### src/rtl/mult_matrices_pkg.sv
// mult_matrices_pkg
//   Definitions shared by the 4x4 complex matrix multiplier blocks:
//   - DefaultWidth : signed width of one real/imaginary component
//   - accWidthOf() : accumulator width. Four complex products fit in 2*Width+3 bits.
//   - state_t and ST_* : FSM encoding of the row MAC stage
//   - colIdx_t     : 2-bit column/element index, also used for the column mux SEL
package mult_matrices_pkg;

  localparam int DefaultWidth = 8;

  function automatic int accWidthOf(input int width);
    return 2 * width + 3;
  endfunction

  typedef logic [1:0] state_t;

  localparam state_t ST_IDLE = 2'd0;
  localparam state_t ST_MAC  = 2'd1;
  localparam state_t ST_OUT  = 2'd2;

  typedef logic [1:0] colIdx_t;

endpackage

### src/rtl/complex_mult.sv
// complex_mult
//   Purely combinational signed complex multiply (a * b).
//   Ports:
//     i_aReal, i_aImag : signed Width-bit operand a
//     i_bReal, i_bImag : signed Width-bit operand b
//     o_pReal, o_pImag : signed (2*Width+1)-bit product, full precision
module complex_mult #(
  parameter int Width = 8
) (
  input  logic signed [Width-1:0]   i_aReal,
  input  logic signed [Width-1:0]   i_aImag,
  input  logic signed [Width-1:0]   i_bReal,
  input  logic signed [Width-1:0]   i_bImag,
  output logic signed [2*Width:0]   o_pReal,
  output logic signed [2*Width:0]   o_pImag
);

  localparam int ProdWidth = 2 * Width + 1;

  logic signed [2*Width-1:0] w_rr;
  logic signed [2*Width-1:0] w_ii;
  logic signed [2*Width-1:0] w_ri;
  logic signed [2*Width-1:0] w_ir;

  assign w_rr = i_aReal * i_bReal;
  assign w_ii = i_aImag * i_bImag;
  assign w_ri = i_aReal * i_bImag;
  assign w_ir = i_aImag * i_bReal;

  // One extra bit absorbs the worst case (-2^(W-1))^2 + (-2^(W-1))^2.
  assign o_pReal = ProdWidth'(w_rr) - ProdWidth'(w_ii);
  assign o_pImag = ProdWidth'(w_ri) + ProdWidth'(w_ir);

endmodule

### src/rtl/fila_por_columna_mac.sv
// fila_por_columna_mac
//   Row-by-column complex MAC stage. It latches one row of A and walks the
//   column mux through SEL = 0..3. For each column it accumulates
//   A(k)*B(k,SEL) over k = 0..3 and presents C(SEL) on a valid/ready port.
//   Ports:
//     CLK, RST_N           : clock, asynchronous active-low reset
//     Start                : begin a row (only looked at while idle)
//     RowA{1..4}{Real,Imag}: row of A, latched on an accepted Start
//     Col{1..4}{Real,Imag} : column mux outputs for the current SEL
//     SEL                  : column index driven to the mux
//     ResReal/ResImag      : result C(ResIdx), valid while ResValid
//     ResIdx, ResValid     : result index / valid
//     ResReady             : consumer accepts result
//     Busy, Done           : row in progress / one-cycle end-of-row pulse
//   Build option:
//     MULT_REG_EN : a register stage between the multiplier and the accumulator
//                   (MAC phase grows to 4 issue cycles + 1 drain cycle)
module fila_por_columna_mac
  import mult_matrices_pkg::*;
#(
  parameter int Width    = DefaultWidth,
  parameter int AccWidth = accWidthOf(Width)
) (
  input  logic                       CLK,
  input  logic                       RST_N,
  input  logic                       Start,
  input  logic signed [Width-1:0]    RowA1Real,
  input  logic signed [Width-1:0]    RowA1Imag,
  input  logic signed [Width-1:0]    RowA2Real,
  input  logic signed [Width-1:0]    RowA2Imag,
  input  logic signed [Width-1:0]    RowA3Real,
  input  logic signed [Width-1:0]    RowA3Imag,
  input  logic signed [Width-1:0]    RowA4Real,
  input  logic signed [Width-1:0]    RowA4Imag,
  input  logic signed [Width-1:0]    Col1Real,
  input  logic signed [Width-1:0]    Col1Imag,
  input  logic signed [Width-1:0]    Col2Real,
  input  logic signed [Width-1:0]    Col2Imag,
  input  logic signed [Width-1:0]    Col3Real,
  input  logic signed [Width-1:0]    Col3Imag,
  input  logic signed [Width-1:0]    Col4Real,
  input  logic signed [Width-1:0]    Col4Imag,
  output colIdx_t                    SEL,
  output logic signed [AccWidth-1:0] ResReal,
  output logic signed [AccWidth-1:0] ResImag,
  output colIdx_t                    ResIdx,
  output logic                       ResValid,
  input  logic                       ResReady,
  output logic                       Busy,
  output logic                       Done
);

  localparam int ProdWidth = 2 * Width + 1;

`ifdef MULT_REG_EN
  localparam logic [2:0] KLast = 3'd4;
`else
  localparam logic [2:0] KLast = 3'd3;
`endif

  state_t                    r_state;
  logic [2:0]                r_k;
  colIdx_t                   r_sel;
  logic                      r_resValid;
  logic                      r_busy;
  logic                      r_done;
  logic signed [AccWidth-1:0] r_accReal;
  logic signed [AccWidth-1:0] r_accImag;
  logic signed [Width-1:0]   r_aReal [4];
  logic signed [Width-1:0]   r_aImag [4];

  logic signed [Width-1:0]   w_colReal [4];
  logic signed [Width-1:0]   w_colImag [4];
  logic signed [Width-1:0]   w_opAReal;
  logic signed [Width-1:0]   w_opAImag;
  logic signed [Width-1:0]   w_opBReal;
  logic signed [Width-1:0]   w_opBImag;
  logic signed [ProdWidth-1:0] w_prodReal;
  logic signed [ProdWidth-1:0] w_prodImag;
  logic signed [AccWidth-1:0]  w_addReal;
  logic signed [AccWidth-1:0]  w_addImag;

  assign w_colReal[0] = Col1Real;
  assign w_colImag[0] = Col1Imag;
  assign w_colReal[1] = Col2Real;
  assign w_colImag[1] = Col2Imag;
  assign w_colReal[2] = Col3Real;
  assign w_colImag[2] = Col3Imag;
  assign w_colReal[3] = Col4Real;
  assign w_colImag[3] = Col4Imag;

  // k picks both A(k) and column mux output k. In the drain cycle (k=4) the
  // index wraps to 0, but nothing is issued then.
  assign w_opAReal = r_aReal[r_k[1:0]];
  assign w_opAImag = r_aImag[r_k[1:0]];
  assign w_opBReal = w_colReal[r_k[1:0]];
  assign w_opBImag = w_colImag[r_k[1:0]];

  complex_mult #(
    .Width (Width)
  ) u_complexMult (
    .i_aReal (w_opAReal),
    .i_aImag (w_opAImag),
    .i_bReal (w_opBReal),
    .i_bImag (w_opBImag),
    .o_pReal (w_prodReal),
    .o_pImag (w_prodImag)
  );

`ifdef MULT_REG_EN
  logic signed [ProdWidth-1:0] r_pipeReal;
  logic signed [ProdWidth-1:0] r_pipeImag;
  logic                        r_pipeValid;

  assign w_addReal = {{(AccWidth-ProdWidth){r_pipeReal[ProdWidth-1]}}, r_pipeReal};
  assign w_addImag = {{(AccWidth-ProdWidth){r_pipeImag[ProdWidth-1]}}, r_pipeImag};
`else
  assign w_addReal = {{(AccWidth-ProdWidth){w_prodReal[ProdWidth-1]}}, w_prodReal};
  assign w_addImag = {{(AccWidth-ProdWidth){w_prodImag[ProdWidth-1]}}, w_prodImag};
`endif

  // SEL only moves when leaving OUT, so the mux output has a full cycle to
  // settle before its first MAC use.
  always_ff @(posedge CLK or negedge RST_N) begin
    if (!RST_N) begin
      r_state    <= ST_IDLE;
      r_k        <= '0;
      r_sel      <= '0;
      r_resValid <= 1'b0;
      r_busy     <= 1'b0;
      r_done     <= 1'b0;
      r_accReal  <= '0;
      r_accImag  <= '0;
      for (int i = 0; i < 4; i++) begin
        r_aReal[i] <= '0;
        r_aImag[i] <= '0;
      end
`ifdef MULT_REG_EN
      r_pipeReal  <= '0;
      r_pipeImag  <= '0;
      r_pipeValid <= 1'b0;
`endif
    end else begin
      r_done <= 1'b0;
      case (r_state)
        ST_IDLE: begin
          if (Start) begin
            r_aReal[0] <= RowA1Real;
            r_aImag[0] <= RowA1Imag;
            r_aReal[1] <= RowA2Real;
            r_aImag[1] <= RowA2Imag;
            r_aReal[2] <= RowA3Real;
            r_aImag[2] <= RowA3Imag;
            r_aReal[3] <= RowA4Real;
            r_aImag[3] <= RowA4Imag;
            r_sel     <= '0;
            r_accReal <= '0;
            r_accImag <= '0;
            r_k       <= '0;
            r_busy    <= 1'b1;
            r_state   <= ST_MAC;
`ifdef MULT_REG_EN
            r_pipeReal  <= '0;
            r_pipeImag  <= '0;
            r_pipeValid <= 1'b0;
`endif
          end
        end

        ST_MAC: begin
`ifdef MULT_REG_EN
          // Issue while k<4, then one drain cycle. The accumulator trails
          // the issue stream by one cycle.
          if (r_k != KLast) begin
            r_pipeReal  <= w_prodReal;
            r_pipeImag  <= w_prodImag;
            r_pipeValid <= 1'b1;
          end else begin
            r_pipeValid <= 1'b0;
          end
          if (r_pipeValid) begin
            r_accReal <= r_accReal + w_addReal;
            r_accImag <= r_accImag + w_addImag;
          end
`else
          r_accReal <= r_accReal + w_addReal;
          r_accImag <= r_accImag + w_addImag;
`endif
          if (r_k == KLast) begin
            r_k        <= '0;
            r_resValid <= 1'b1;
            r_state    <= ST_OUT;
          end else begin
            r_k <= r_k + 3'd1;
          end
        end

        ST_OUT: begin
          if (ResReady) begin
            r_resValid <= 1'b0;
            if (r_sel == 2'd3) begin
              r_busy  <= 1'b0;
              r_done  <= 1'b1;
              r_state <= ST_IDLE;
            end else begin
              r_sel     <= r_sel + 2'd1;
              r_accReal <= '0;
              r_accImag <= '0;
              r_k       <= '0;
              r_state   <= ST_MAC;
`ifdef MULT_REG_EN
              r_pipeReal  <= '0;
              r_pipeImag  <= '0;
              r_pipeValid <= 1'b0;
`endif
            end
          end
        end

        default: r_state <= ST_IDLE;
      endcase
    end
  end

  // The accumulator itself is the result register. It is stable for the
  // whole OUT phase, including backpressure.
  assign SEL      = r_sel;
  assign ResIdx   = r_sel;
  assign ResReal  = r_accReal;
  assign ResImag  = r_accImag;
  assign ResValid = r_resValid;
  assign Busy     = r_busy;
  assign Done     = r_done;

endmodule
### config.mk
export PLATFORM = sky130hd
export DESIGN_NAME = fila_por_columna_mac
export DESIGN_NICKNAME = d
export VERILOG_FILES = /design/src/rtl/mult_matrices_pkg.sv /design/src/rtl/complex_mult.sv /design/src/rtl/fila_por_columna_mac.sv
export SDC_FILE = /design/constraint.sdc
export NUM_CORES = 1
export LEC_CHECK = 0
export BUFFER_PORTS_ARGS = -buffer_cell sky130_fd_sc_hd__buf_2
export CAP_MARGIN = 20
export CORE_ASPECT_RATIO = 0.7
export CORE_UTILIZATION = 62
export DETAILED_ROUTE_END_ITERATION = 10
export HOLD_SLACK_MARGIN = 0.06
export PLACE_DENSITY = 0.83
export SYNTH_ARGS = -nofsm -noshare
export SYNTH_HDL_FRONTEND = slang
export SYNTH_SLANG_ARGS = --single-unit
### constraint.sdc
create_clock -name CLK -period 10 [get_ports CLK]
set_input_delay 0.5 -clock CLK [delete_from_list [all_inputs] [get_ports CLK]]
set_output_delay 0.5 -clock CLK [all_outputs]
set_load 0.005 [all_outputs]
After elaboration in Yosys (flattened, before gate mapping)
Index checks and enable logic that the tools add are counted.
Widths: inputs -> output; s select.

cells by class
  $add $sub $neg = 6
  multiply operators = 4
  magnitude comparators = 1
  equality and inequality tests = 9
  muxes and demuxes = 41
  bitwise logic cells = 1
  reductions and logical operators = 10

operator list
  kind                 count
  $pmux 19 s3          2
  $bmux 8 s2           4
  $mul 8x8->16         4
  $mux 8               8
  $mux 19              3
  $add 19x17->19       2
  $add 16x16->17       1
  $sub 16x16->17       1
  $mux 2               6
  $mux 3               4
  $reduce_and 4->1     3
  $ne 2x2->1 const B   5
  $mux 1               9
  $pmux 3 s3           1
  $pmux 2 s3           1
  $reduce_and 3->1     2
  $eq 2x2->1 const B   2
  $pmux 1 s2           2
  $pmux 2 s2           1
  $reduce_bool 2->1    2
  $add 3x1->3 const B  1
  $eq 3x2->1 const B   1
  $ge 3x3->1 const B   1
  $not 2->3            1
  other kinds (5)      5

word-level totals
  register bits after elaboration = 112
  input port bits = 132
  output and inout bits = 45
  word-level logic and storage cells = 88

Longest topological paths before layout
Gate-level depths: netlist of the first run.

  word-level depth = 8
  gate-level depth with buffers = 30
  depth with buffers taken out = 25

Modules after synthesis
From an unflattened synthesis of the first run, not the netlist that was laid out.

unflattened totals
  cells, all modules = 1,747
  area, all modules = 17,601.9 um^2

by module, submodules not included
  module                instances  cells an instance  area an instance (um^2)  sequential area each (um^2)
  complex_mult          1          1,162              10,834.1                 0.0
  fila_por_columna_mac  1          585                6,767.7                  2,802.7

Worst setup path after synthesis of the first run
No wires, ideal clock.

  path kind = register to register
  start = reg r_k[1]
  end = reg r_accReal[17], in the netlist ResReal[17]
  library setup time = 129 ps
  arrival = 6,927 ps
  required time = 9,871 ps
  setup slack = 2,944 ps
  stages on the path, launching flop included = 25
  path buffers = 3
  period minus slack after synthesis = 7,056 ps
  cells stage by stage = dfrtp_1 buf_2 buf_2 buf_2 mux2_2 o21ai_1 nor2_1 fa_1 inv_1 fa_1 fa_1 inv_1 fa_1 fa_1 inv_1 fa_1 inv_1 ha_1 or3_1 or4_1 nor2_2 o31ai_2 a2111oi_4 mux2i_1 o21ai_1

on the way
  longest elaborated chain between the ends = 8
  elaborated cells on any way between the ends = 18
  classes of those cells = add/sub (2); mul (2); mux (13); bitwise (1)

RTL lines
  element                                 RTL line                                text
  start, declared                         fila_por_columna_mac.sv:62              logic [2:0] r_k;
  start signal, assigned                  fila_por_columna_mac.sv:194             r_k <= r_k + 3'd1;
  $not 2->3 (not written as such) (*)     n/a
  $bmux 8 s2 (on tied branches)           n/a
  $mux 8 (on tied branches) (2 in a row)  n/a
  $mul 8x8->16 (on tied branches)         complex_mult.sv:25, complex_mult.sv:26
  $sub 16x16->17 (*)                      complex_mult.sv:31                      assign o_pReal = ProdWidth'(w_rr) - ProdWidth'(w_ii);
  $add 19x17->19 (*)                      fila_por_columna_mac.sv:186             r_accReal <= r_accReal + w_addReal;
  $pmux 19 s3 (*)                         fila_por_columna_mac.sv:145             case (r_state)
  end signal, assigned                    fila_por_columna_mac.sv:186
  end, declared                           fila_por_columna_mac.sv:67              logic signed [AccWidth-1:0] r_accReal;

Every way passes the cells marked *; elsewhere a longest branch is shown, timed or not. The select of a mux whose other input is x is not followed.
A chain may end at the register's enable or synchronous reset.

Worst setup path in the final report of the first run
  start = reg r_k[1]
  end = reg r_accReal[15], in the netlist ResReal[15]

Same word-level chain as after synthesis.

==> qor.yml, run 1 <==
placement:
  numPlacedInstances: 2401
  gp_congestion: 0.962
  dp_hpwl_mm: 39.5
  io_buffers: 176
setup_path:
  critPathMostFrequentCell: "inv_1"
  cp_data_arrival_time_ps: 8530
  worstSetupStartpointType: "flop"
  cp_cell_sequence: "buf_4 > mux2_2 > o21ai_1 > nor2_1 > fa_1 > inv_1 > fa_1 > inv_1 > ha_1 > inv_1 > fa_1 > inv_1 > fa_1 > inv_1 > fa_1 > inv_1 > ha_1 > nand2_1 > o21ai_1 > nor2_2 > o31ai_2 > a21oi_1 > or4b_1 > nand3_1"
  end_kind: "flop"
  cp_max_fo: 26
  slowest_stage: "o21ai_1"
  slowest_delay_ps: 950
  r2r-start: "r_k[1]"
  crit_type: "reg2reg"
  rrSetupSlack_ps: 1790
  cp_data_required_time_ps: 10320
  rr_endpoint: "ResReal[15]"
  reg2regPathDepth: 24
outcome:
  status: "complete, but fails checks"
  violations: "design-rule violations"
layout:
  antenna_cells: 0
  layout-drive-gt1-share: 0.165
  instances_no_fill: 2416
  area_delta_synth_final_pct: 8.79
  nets: 2655
floorplan:
  die_w_um: 207
  core_area_sq_um: 28900
  initial_core_util: 0.629
  rows: 52
  die_y_um: 145
  die_area_sq_um: 30000
  io_pins: 177
timing:
  period_share: 0.821
  setup_tns_ps: 0
  slew_violations: 0
  rsz0062_at_grt: "no"
  worst_pin_slew_ps: 1310
  setup_violations: 0
  finClkSkew_ps: 9.14
  final.min_clock_period_ps: 8210
  timing.fmax_ghz: 0.122
  maxSlewHeadroom: 0.124
  hold_violations: 0
synthesis:
  synth-seq-cells: 112
  synth_top_area_frac: 0.371
  synth_cell_types: 51
  synthArstFlopShare: 1.00
  synthCells: 1883
  syn_nets: 2504
  synthFlopType: "dfrtp_1"
  synth_top_cell_by_area: "fa_1"
  ys_seq_area_frac: 0.154
  synth_edf_count: 0
  syn_area_sq_um: 18200
  synthTopCellsByArea: "fa_1, dfrtp_1, ha_1, inv_1, mux2_2"
  ys_warn_count: 0
  syn_area_per_cell_sq_um: 9.65
drt:
  drc: 3
  first_pass_iters: 9
  drt-vias-per-instance: 5.73
  vias: 13800
  wire_per_inst_um: 20.0
  drt-initial-drc-count: 1270
  met3_wirelength_mm: 5.05
  wl_met2_mm: 21.9
  ant_nets: 0
  drt-met1-wl_mm: 19.9
  highest_layer: "met4"
  wl_mm: 48.3
clock_network:
  tritoncts: "done"
  cts_root_buf: "clkbuf_16"
  insertion_delay_ps: 380
  postCtsSetupRepairBufs: 0
  cts-buffers-inserted: 9
  clock-sinks: 112
  cts_max_path_buffers: 2
  post_cts_resized: 0
  cts_max_level: 3
  holdBufCountCts: 0
  clkSlewWorstSetupHoldPaths_ps: 80
run:
  maxCapViolCount: 0
global_route:
  grt_use_total: 0.346
  grt_pass1_wl_mm: 79.1
  grt_pass1_vias: 14900
  grt_max_degree: 75
  overflow: 0
  antenna_found_initial: 0
worst_hold_path:
  hp-class: "in2async"
==> cell usage after synthesis, types with 16 or more instances <==
cell type  count
nor2_1       199
o21ai_1       31
clkbuf_1      38
nand2b_1      16
inv_1        468
xnor2_1       33
a21oi_1       24
nand2_1      126
fa_1         337
o21ai_0       38
mux2i_1       38
dfrtp_1      112
ha_1         152
mux2_2        98
o21a_1        27
==> worst max path at each step <==
| stage | startpoint | endpoint | slack, ps |
|---|---|---|---|
| final | r_k[1] | ResReal[15] | 1790 |
| after global routing | r_k[1] | ResReal[15] | 1610 |
| after CTS | r_k[1] | ResReal[17] | 1990 |
| after detailed placement | r_k[1] | ResReal[17] | 1990 |
| after global placement | r_k[1] | ResReal[17] | 2250 |
| after floorplan | r_k[1] | ResReal[17] | 2940 |
==> logic make-up (layout without fill, tap and decap cells) <==
family,count (synthesis),in the layout,synth area share
xor+xnor,42,42,0.0202
buf+inv,526,681,0.110
fa+ha+maj,489,489,0.476
simple gates,398,398,0.0924
mux,138,138,0.0841
compound gates,178,178,0.0635
flops,112,112,0.154
==> metal layers <==
| metal | GRT usage | vias to the layer above |
|---|---|---|
| li1 | - | 6029 |
| met1 | 0.495 | 6910 |
| met2 | 0.532 | 759 |
| met3 | 0.0750 | 136 |
| met4 | 0.100 | 0 |
| met5 | 0 | - |
==> layout make-up <==
class | count | area [sq um]
Multi-Input combinational cell | 1245 | 13400
Timing Repair Buffer | 198 | 1050
Clock buffer | 10 | 239
Fill cell | 2161 | 9110
Clock inverter | 5 | 47.5
Sequential cell | 112 | 2810
Tap cell | 378 | 473
Inverter | 468 | 1760
==> through the flow <==
stage / util / hold slack, ps / cell area (sq um) / worst slack (ps)
final: 0.685 / 79.9 / 19800 / 1790
after global routing: 0.685 / 121 / 19800 / 1610
after CTS: 0.685 / 97.9 / 19800 / 1990
after detailed placement: 0.675 / 480 / 19500 / 1990
after global placement: 0.675 / 469 / 19500 / 2250
after floorplan: - / 204 / 18200 / 2940
==> sequential cells by signal, indices dropped and copies added (netlist names) <==
signal / count
r_aImag: 32
r_aReal: 32
ResImag: 19
ResReal: 19
r_k: 3
ResIdx: 2
r_state: 2
Busy: 1
Done: 1
ResValid: 1
==> layout by cell type, fill, tap and decap left out, types with 3 or more instances in the layout <==
cell,synthesis,layout
mux2i_1,38,38
a21o_1,13,13
o21a_1,27,27
buf_2,11,175
nor2b_1,10,9
nand3_1,6,6
o21ai_1,31,30
nor4_1,3,3
or4_1,4,4
o21bai_1,4,4
and3_1,7,7
inv_1,468,468
a211oi_1,6,6
a31oi_1,4,4
mux2_2,98,98
nor3_1,4,4
o21ai_0,38,37
or2_2,12,12
fa_1,337,337
buf_4,2,23
a21oi_1,24,23
clkbuf_16,0,9
xnor2_1,33,33
ha_1,152,152
nand2_1,126,126
nor2_1,199,199
xor2_1,9,9
nand2b_1,16,16
a22o_1,15,15
dfrtp_1,112,110
==> worst max-delay path: cells and delay by family, from the launching register on <==
family | cells | cell delay (ps)
adders and majority gates | 7 | 3260
and+or+nand+nor | 5 | 1080
buffers and inverters | 7 | 810
DFF | 1 | 700
AOI/OAI and AO/OA | 4 | 1890
muxes | 1 | 400
Power of run 1 is left out: the tool's default activity adds up to more than one toggle a clock period on the data nets, which glitch-free logic cannot reach.
==> run 2: changes to the inputs <==
--- a/config.mk
+++ b/config.mk
@@ -5,13 +5,14 @@
 export SDC_FILE = /design/constraint.sdc
 export NUM_CORES = 1
 export LEC_CHECK = 0
+export ABC_AREA = 1
 export BUFFER_PORTS_ARGS = -buffer_cell sky130_fd_sc_hd__buf_2
 export CAP_MARGIN = 20
 export CORE_ASPECT_RATIO = 0.7
-export CORE_UTILIZATION = 62
+export CORE_UTILIZATION = 63
 export DETAILED_ROUTE_END_ITERATION = 10
 export HOLD_SLACK_MARGIN = 0.06
-export PLACE_DENSITY = 0.83
+export PLACE_DENSITY = 0.84
 export SYNTH_ARGS = -nofsm -noshare
 export SYNTH_HDL_FRONTEND = slang
 export SYNTH_SLANG_ARGS = --single-unit
==> constraint.sdc (replaced) <==
create_clock -name CLK -period 8.11 [get_ports CLK]
set_input_delay 0.4055 -clock CLK [delete_from_list [all_inputs] [get_ports CLK]]
set_output_delay 0.4055 -clock CLK [all_outputs]
set_load 0.005 [all_outputs]
==> qor.yml, run 2 <==
synthesis:
  synth_edf_count: 0  # unchanged
  syn_area_sq_um: 18600  # +2.2%
  synthTopCellsByCount: "inv_1, nand2_1, fa_1, nor2_1, ha_1"
  synthArstFlopShare: 1.00  # unchanged
  ys_warn_count: 0  # unchanged
  syn_nets: 2735  # +9.2%
  synth_most_common_cell: "inv_1"
  synth_top_cell_by_area: "fa_1"
  synthFlopType: "dfrtp_1"
  synth_cell_types: 38  # -25%
  synthCells: 2114  # +12%
  syn_area_per_cell_sq_um: 8.78  # -9.0%
  synth_top_area_frac: 0.363  # -0.00783
  ys_seq_area_frac: 0.151  # -0.00325
  synthTopCellsByArea: "fa_1, dfrtp_1, inv_1, ha_1, nand2_1"
  synth-seq-cells: 112  # unchanged
worst_hold_path:
  holdPathStages: 2
  hold_start: "RowA4Real[4]"
  min_to: "r_aReal[4]"
  hp-class: "in2reg"
clock_network:
  cts_root_buf: "clkbuf_16"
  insertion_delay_ps: 380  # about the same
  cts_max_path_buffers: 2  # unchanged
  cts-buffers-inserted: 9  # unchanged
  tritoncts: "done"
  postCtsSetupRepairBufs: 0  # unchanged
  holdBufCountCts: 1  # +1
  cts_max_level: 3  # unchanged
  clkSlewWorstSetupHoldPaths_ps: 80  # about the same
  post_cts_resized: 0  # unchanged
  clock-sinks: 112  # unchanged
layout:
  final_cell_area_sq_um: 20100  # +1.4%
  layout-drive-gt1-share: 0.145  # -0.0202
  final_cell_mix: "inv_1, nand2_1, fa_1"
  final_common_cell: "inv_1"
  reg_top3: "r_aImag: 32 flops, r_aReal: 32 flops"
  finish.utilization: 0.693  # +0.00831
  antenna_cells: 0  # unchanged
  nets: 2890  # +8.9%
  area_delta_synth_final_pct: 8.03
global_route:
  grt_use_total: 0.345  # -0.00132
  overflow: 0  # unchanged
  antenna_found_initial: 0  # unchanged
  grt_max_degree: 70  # -6.7%
  grt_pass1_wl_mm: 81.6  # +3.1%
  grt_pass1_vias: 15700  # +5.4%
setup_path:
  rrSetupSlack_ps: 730  # -1060 ps
  cp_max_fo: 63  # +140%
  slowest_delay_ps: 710  # -240 ps
  end_kind: "flop"
  cp_data_arrival_time_ps: 7650  # -880 ps
  worstSetupStartpointType: "flop"
  cp_cell_sequence: "inv_2 > nand2_1 > a32oi_2 > inv_2 > nor2_1 > inv_1 > fa_1 > inv_1 > fa_1 > fa_1 > fa_1 > fa_1 > inv_1 > fa_1 > inv_1 > ha_1 > a21oi_1 > o21a_1 > nand2_1 > a21oi_1 > nand3_1 > nand3_1 > nand2_1"
  r2r-start: "r_k[0]"
  cp_data_required_time_ps: 8370  # -1950 ps
  reg2regPathDepth: 23  # -4.2%
  rr_endpoint: "ResImag[18]"
  critPathMostFrequentCell: "fa_1"
  crit_type: "reg2reg"
  slowest_stage: "inv_2"
drt:
  first_pass_iters: 6  # -3
  drc: 0  # -3
  ant_nets: 0  # unchanged
  drt-initial-drc-count: 1250  # -1.6%
  vias: 14700  # +5.9%
  drt-vias-per-instance: 5.52  # -3.5%
  wl_mm: 48.7  # +0.87%
  wire_per_inst_um: 18.4  # -8.1%
floorplan:
  die_y_um: 146  # +0.26%
  die_area_sq_um: 30200  # +0.53%
  core_area_sq_um: 29000  # +0.23%
  io_pins: 177  # unchanged
  rows: 52  # unchanged
  die_w_um: 207  # +0.26%
  initial_core_util: 0.641  # +0.0121
timing:
  period_share: 0.910  # +0.0893
  worst_pin_slew_ps: 1110  # -198 ps
  rsz0062_at_grt: "no"
  hold_violations: 0  # unchanged
  slew_violations: 0  # unchanged
  timing.fmax_ghz: 0.135  # +11%
  finClkSkew_ps: 7.52  # -1.62 ps
  setup_violations: 0  # unchanged
  setup_tns_ps: 0  # unchanged
  final.min_clock_period_ps: 7380  # -828 ps
  maxSlewHeadroom: 0.261  # +0.137
placement:
  gp_congestion: 0.984  # +2.3%
  dp_hpwl_mm: 40.4  # +2.2%
  place_area_sq_um: 19800  # +1.4%
  io_buffers: 176  # unchanged
outcome:
  status: "completed"
run:
  maxCapViolCount: 0  # unchanged
==> run 2: how the worst max path moves through the flow <==
stage             endpoint   start  cells past startpoint
6_report       ResImag[18]  r_k[0]                     23
5_1_grt        ResImag[18]  r_k[0]                     24
4_1_cts        ResImag[18]  r_k[0]                     23
3_5_place_dp   ResImag[18]  r_k[0]                     23
3_3_place_gp   ResReal[11]  r_k[0]                     21
2_1_floorplan  ResReal[18]  r_k[0]                     29
==> run 2: critical path: cells and delay by family, from the launching register on <==
| family | cells | cell delay [ps] |
|---|---|---|
| adders and majority gates | 7 | 3590 |
| buffers and inverters | 6 | 1350 |
| AOI/OAI and AO/OA | 4 | 1150 |
| and+or+nand+nor | 6 | 760 |
| DFF | 1 | 410 |
==> run 2: metrics by stage <==
stage	hold slack (ps)	worst slack, ps	std cells
2_1_floorplan	110	1550	2114
5_1_grt	253	357	2652
4_1_cts	247	824	2652
3_5_place_dp	453	802	2635
3_3_place_gp	444	990	2635
6_report	253	728	2652
==> run 2: cell type report <==
| class | count | area, sq um |
|---|---|---|
| Fill cell | 2271 | 8890 |
| Tap cell | 378 | 473 |
| Timing Repair Buffer | 194 | 1020 |
| Sequential cell | 112 | 2800 |
| Inverter | 542 | 2030 |
| Clock buffer | 10 | 229 |
| Multi-Input combinational cell | 1410 | 13400 |
| Clock inverter | 6 | 62.6 |
==> run 2: cells by family after synthesis <==
group,Yosys count,synth area share
mux,59,0.0358
flops,112,0.151
buf+inv,592,0.126
xor+xnor,20,0.00943
compound gates,193,0.0765
simple gates,649,0.136
fa+ha+maj,489,0.466
==> run 2: routing by layer <==
metal | routed length (um) | track usage
met1 | 20500 | 0.475
met2 | 22500 | 0.551
met4 | 1410 | 0.108
met5 | 0 | 0
met3 | 4300 | 0.0766
Power of run 2 is left out for the same reason.
==> run 3: changes to the inputs <==
--- a/config.mk
+++ b/config.mk
@@ -9,6 +9,7 @@
 export BUFFER_PORTS_ARGS = -buffer_cell sky130_fd_sc_hd__buf_2
 export CAP_MARGIN = 20
 export CORE_ASPECT_RATIO = 0.7
+export CORE_MARGIN = 4
 export CORE_UTILIZATION = 63
 export DETAILED_ROUTE_END_ITERATION = 10
 export HOLD_SLACK_MARGIN = 0.06
==> qor.yml, run 3 (same netlist as run 2, synthesis figures left out) <==
timing:
  setup_violations: 0  # unchanged
  maxSlewHeadroom: 0.256  # -0.00454
  hold_violations: 0  # unchanged
  setup_tns_ps: 0  # unchanged
  finClkSkew_ps: 10.9  # +3.42 ps
  period_share: 0.888  # -0.0223
  timing.fmax_ghz: 0.139  # +2.5%
  rsz0062_at_grt: "no"
  final.min_clock_period_ps: 7200  # -181 ps
  slew_violations: 0  # unchanged
  worst_pin_slew_ps: 1110  # +6.80 ps
clock_network:
  post_cts_resized: 0  # unchanged
  clkSlewWorstSetupHoldPaths_ps: 90  # about the same
  tritoncts: "done"
  clock-sinks: 112  # unchanged
  insertion_delay_ps: 390  # about the same
  cts_root_buf: "clkbuf_16"
  cts-buffers-inserted: 9  # unchanged
  cts_max_path_buffers: 2  # unchanged
  cts_max_level: 3  # unchanged
floorplan:
  io_pins: 177  # unchanged
  die_area_sq_um: 32300  # +7.1%
  initial_core_util: 0.641  # unchanged
  die_y_um: 152  # +4.1%
  rows: 52  # unchanged
  die_w_um: 213  # +2.9%
  core_area_sq_um: 29000  # unchanged
setup_path:
  cp_data_arrival_time_ps: 7510  # -140 ps
  worst_path_dominant_cell_family: "adder cells"
  worstSetupStartpointType: "flop"
  rrSetupSlack_ps: 910  # +180 ps
  crit_type: "reg2reg"
  rr_endpoint: "ResImag[16]"
  cp_max_fo: 68  # +7.9%
  cp_data_required_time_ps: 8410  # +40 ps
  cp.buffers_inverters: 6  # unchanged
  r2r-start: "r_k[0]"
  slowest_stage: "fa_1"
  cp_cell_sequence: "buf_4 > nand2_1 > a32oi_2 > inv_2 > nor2_1 > inv_1 > fa_1 > inv_1 > fa_1 > fa_1 > fa_1 > fa_1 > inv_1 > fa_1 > inv_1 > ha_1 > a21oi_1 > o21ai_0 > a21oi_1 > nand2_1 > nand2_1 > nand2_1 > o21ai_0"
  critPathMostFrequentCell: "fa_1"
  slowest_delay_ps: 670  # -40 ps
  end_kind: "flop"
  reg2regPathDepth: 23  # unchanged
layout:
  final_common_cell: "inv_1"
  reg_top3: "r_aImag: 32 flops, r_aReal: 32 flops"
  n_fill_cell: 2217  # -2.4%
  final_cell_mix: "inv_1, nand2_1, fa_1"
  area_delta_synth_final_pct: 8.02  # about the same
  nets: 2887  # -0.10%
  regArea_sq_um: 2800  # unchanged
  finish.utilization: 0.693  # about the same
  antenna_cells: 0  # unchanged
  layout-drive-gt1-share: 0.144  # -0.000690
  multiInputGateArea_sq_um: 13400  # unchanged
drt:
  wl_mm: 50.0  # +2.7%
  drt-initial-drc-count: 1294  # +3.5%
  vias: 14700  # +0.66%
  wire_per_inst_um: 18.9  # +2.8%
  drt-vias-per-instance: 5.57  # +0.78%
  ant_nets: 0  # unchanged
  drc: 0  # unchanged
  first_pass_iters: 6  # unchanged
placement:
  io_buffers: 176  # unchanged
  gp_congestion: 0.965  # -2.0%
  dp_hpwl_mm: 40.9  # +1.3%
global_route:
  grt_pass1_vias: 15900  # +1.0%
  grt_pass1_wl_mm: 82.4  # +0.95%
  grt_use_total: 0.328  # -0.0167
  overflow: 0  # unchanged
  grt_max_degree: 71  # +1.4%
  antenna_found_initial: 1  # +1
worst_hold_path:
  hp-class: "in2reg"
  hold_start: "RowA4Real[4]"
  holdPathStages: 2  # unchanged
  min_to: "r_aReal[4]"
outcome:
  status: "completed"
run:
  maxCapViolCount: 0  # unchanged
[run 3: worst max-delay path by stage]
stage                  end  cells past startpoint  startpoint  slack (ps)
2_1_floorplan  ResReal[18]                     29      r_k[0]        1550
3_3_place_gp   ResReal[18]                     25      r_k[1]        1220
3_5_place_dp   ResImag[16]                     23      r_k[0]        1020
4_1_cts        ResImag[16]                     23      r_k[0]        1000
5_1_grt        ResImag[16]                     23      r_k[0]         550
6_report       ResImag[16]                     23      r_k[0]         910
[run 3: worst register-to-register path, cell delays in order (launching register included)]
cell and delay, ps:
dfrtp_2 370, buf_4 540, nand2_1 170, a32oi_2 590, inv_2 300, nor2_1 320
inv_1 130, fa_1 670, inv_1 130, fa_1 610, fa_1 460, fa_1 470
fa_1 490, inv_1 50, fa_1 500, inv_1 50, ha_1 350, a21oi_1 230
o21ai_0 130, a21oi_1 140, nand2_1 110, nand2_1 70, nand2_1 40, o21ai_0 190
[run 3: per-layer routing]
metal  GRT usage  share of wire
met1       0.455           0.42
met2       0.528           0.46
met3      0.0759          0.093
met4      0.0911          0.026
met5           0        0.00024
[run 3: timing repair]
| action | 4_1_cts | 5_1_grt |
|---|---|---|
| hold buffers | 1 | 0 |
| buffers inserted | 0 | 0 |
| endpoints found under the hold margin | 42 | 0 |
[run 3: through the flow]
| step | cells | hold slack (ps) | area (sq um) | setup slack, ps |
|---|---|---|---|---|
| floorplan | 2114 | 110 | 18600 | 1550 |
| global placement | 2632 | 421 | 19700 | 1220 |
| detailed placement | 2632 | 426 | 19700 | 1020 |
| CTS | 2649 | 228 | 20100 | 1000 |
| global route | 2649 | 244 | 20100 | 546 |
| finish | 2649 | 248 | 20100 | 909 |
[run 3: cell type report]
class,instances,share of cell area
Multi-Input combinational cell,1410,0.670
Sequential cell,112,0.140
Inverter,542,0.101
Timing Repair Buffer,191,0.0504
Tap cell,378,0.0236
Clock buffer,9,0.0112
Clock inverter,7,0.00374
Power of run 3 is left out for the same reason.
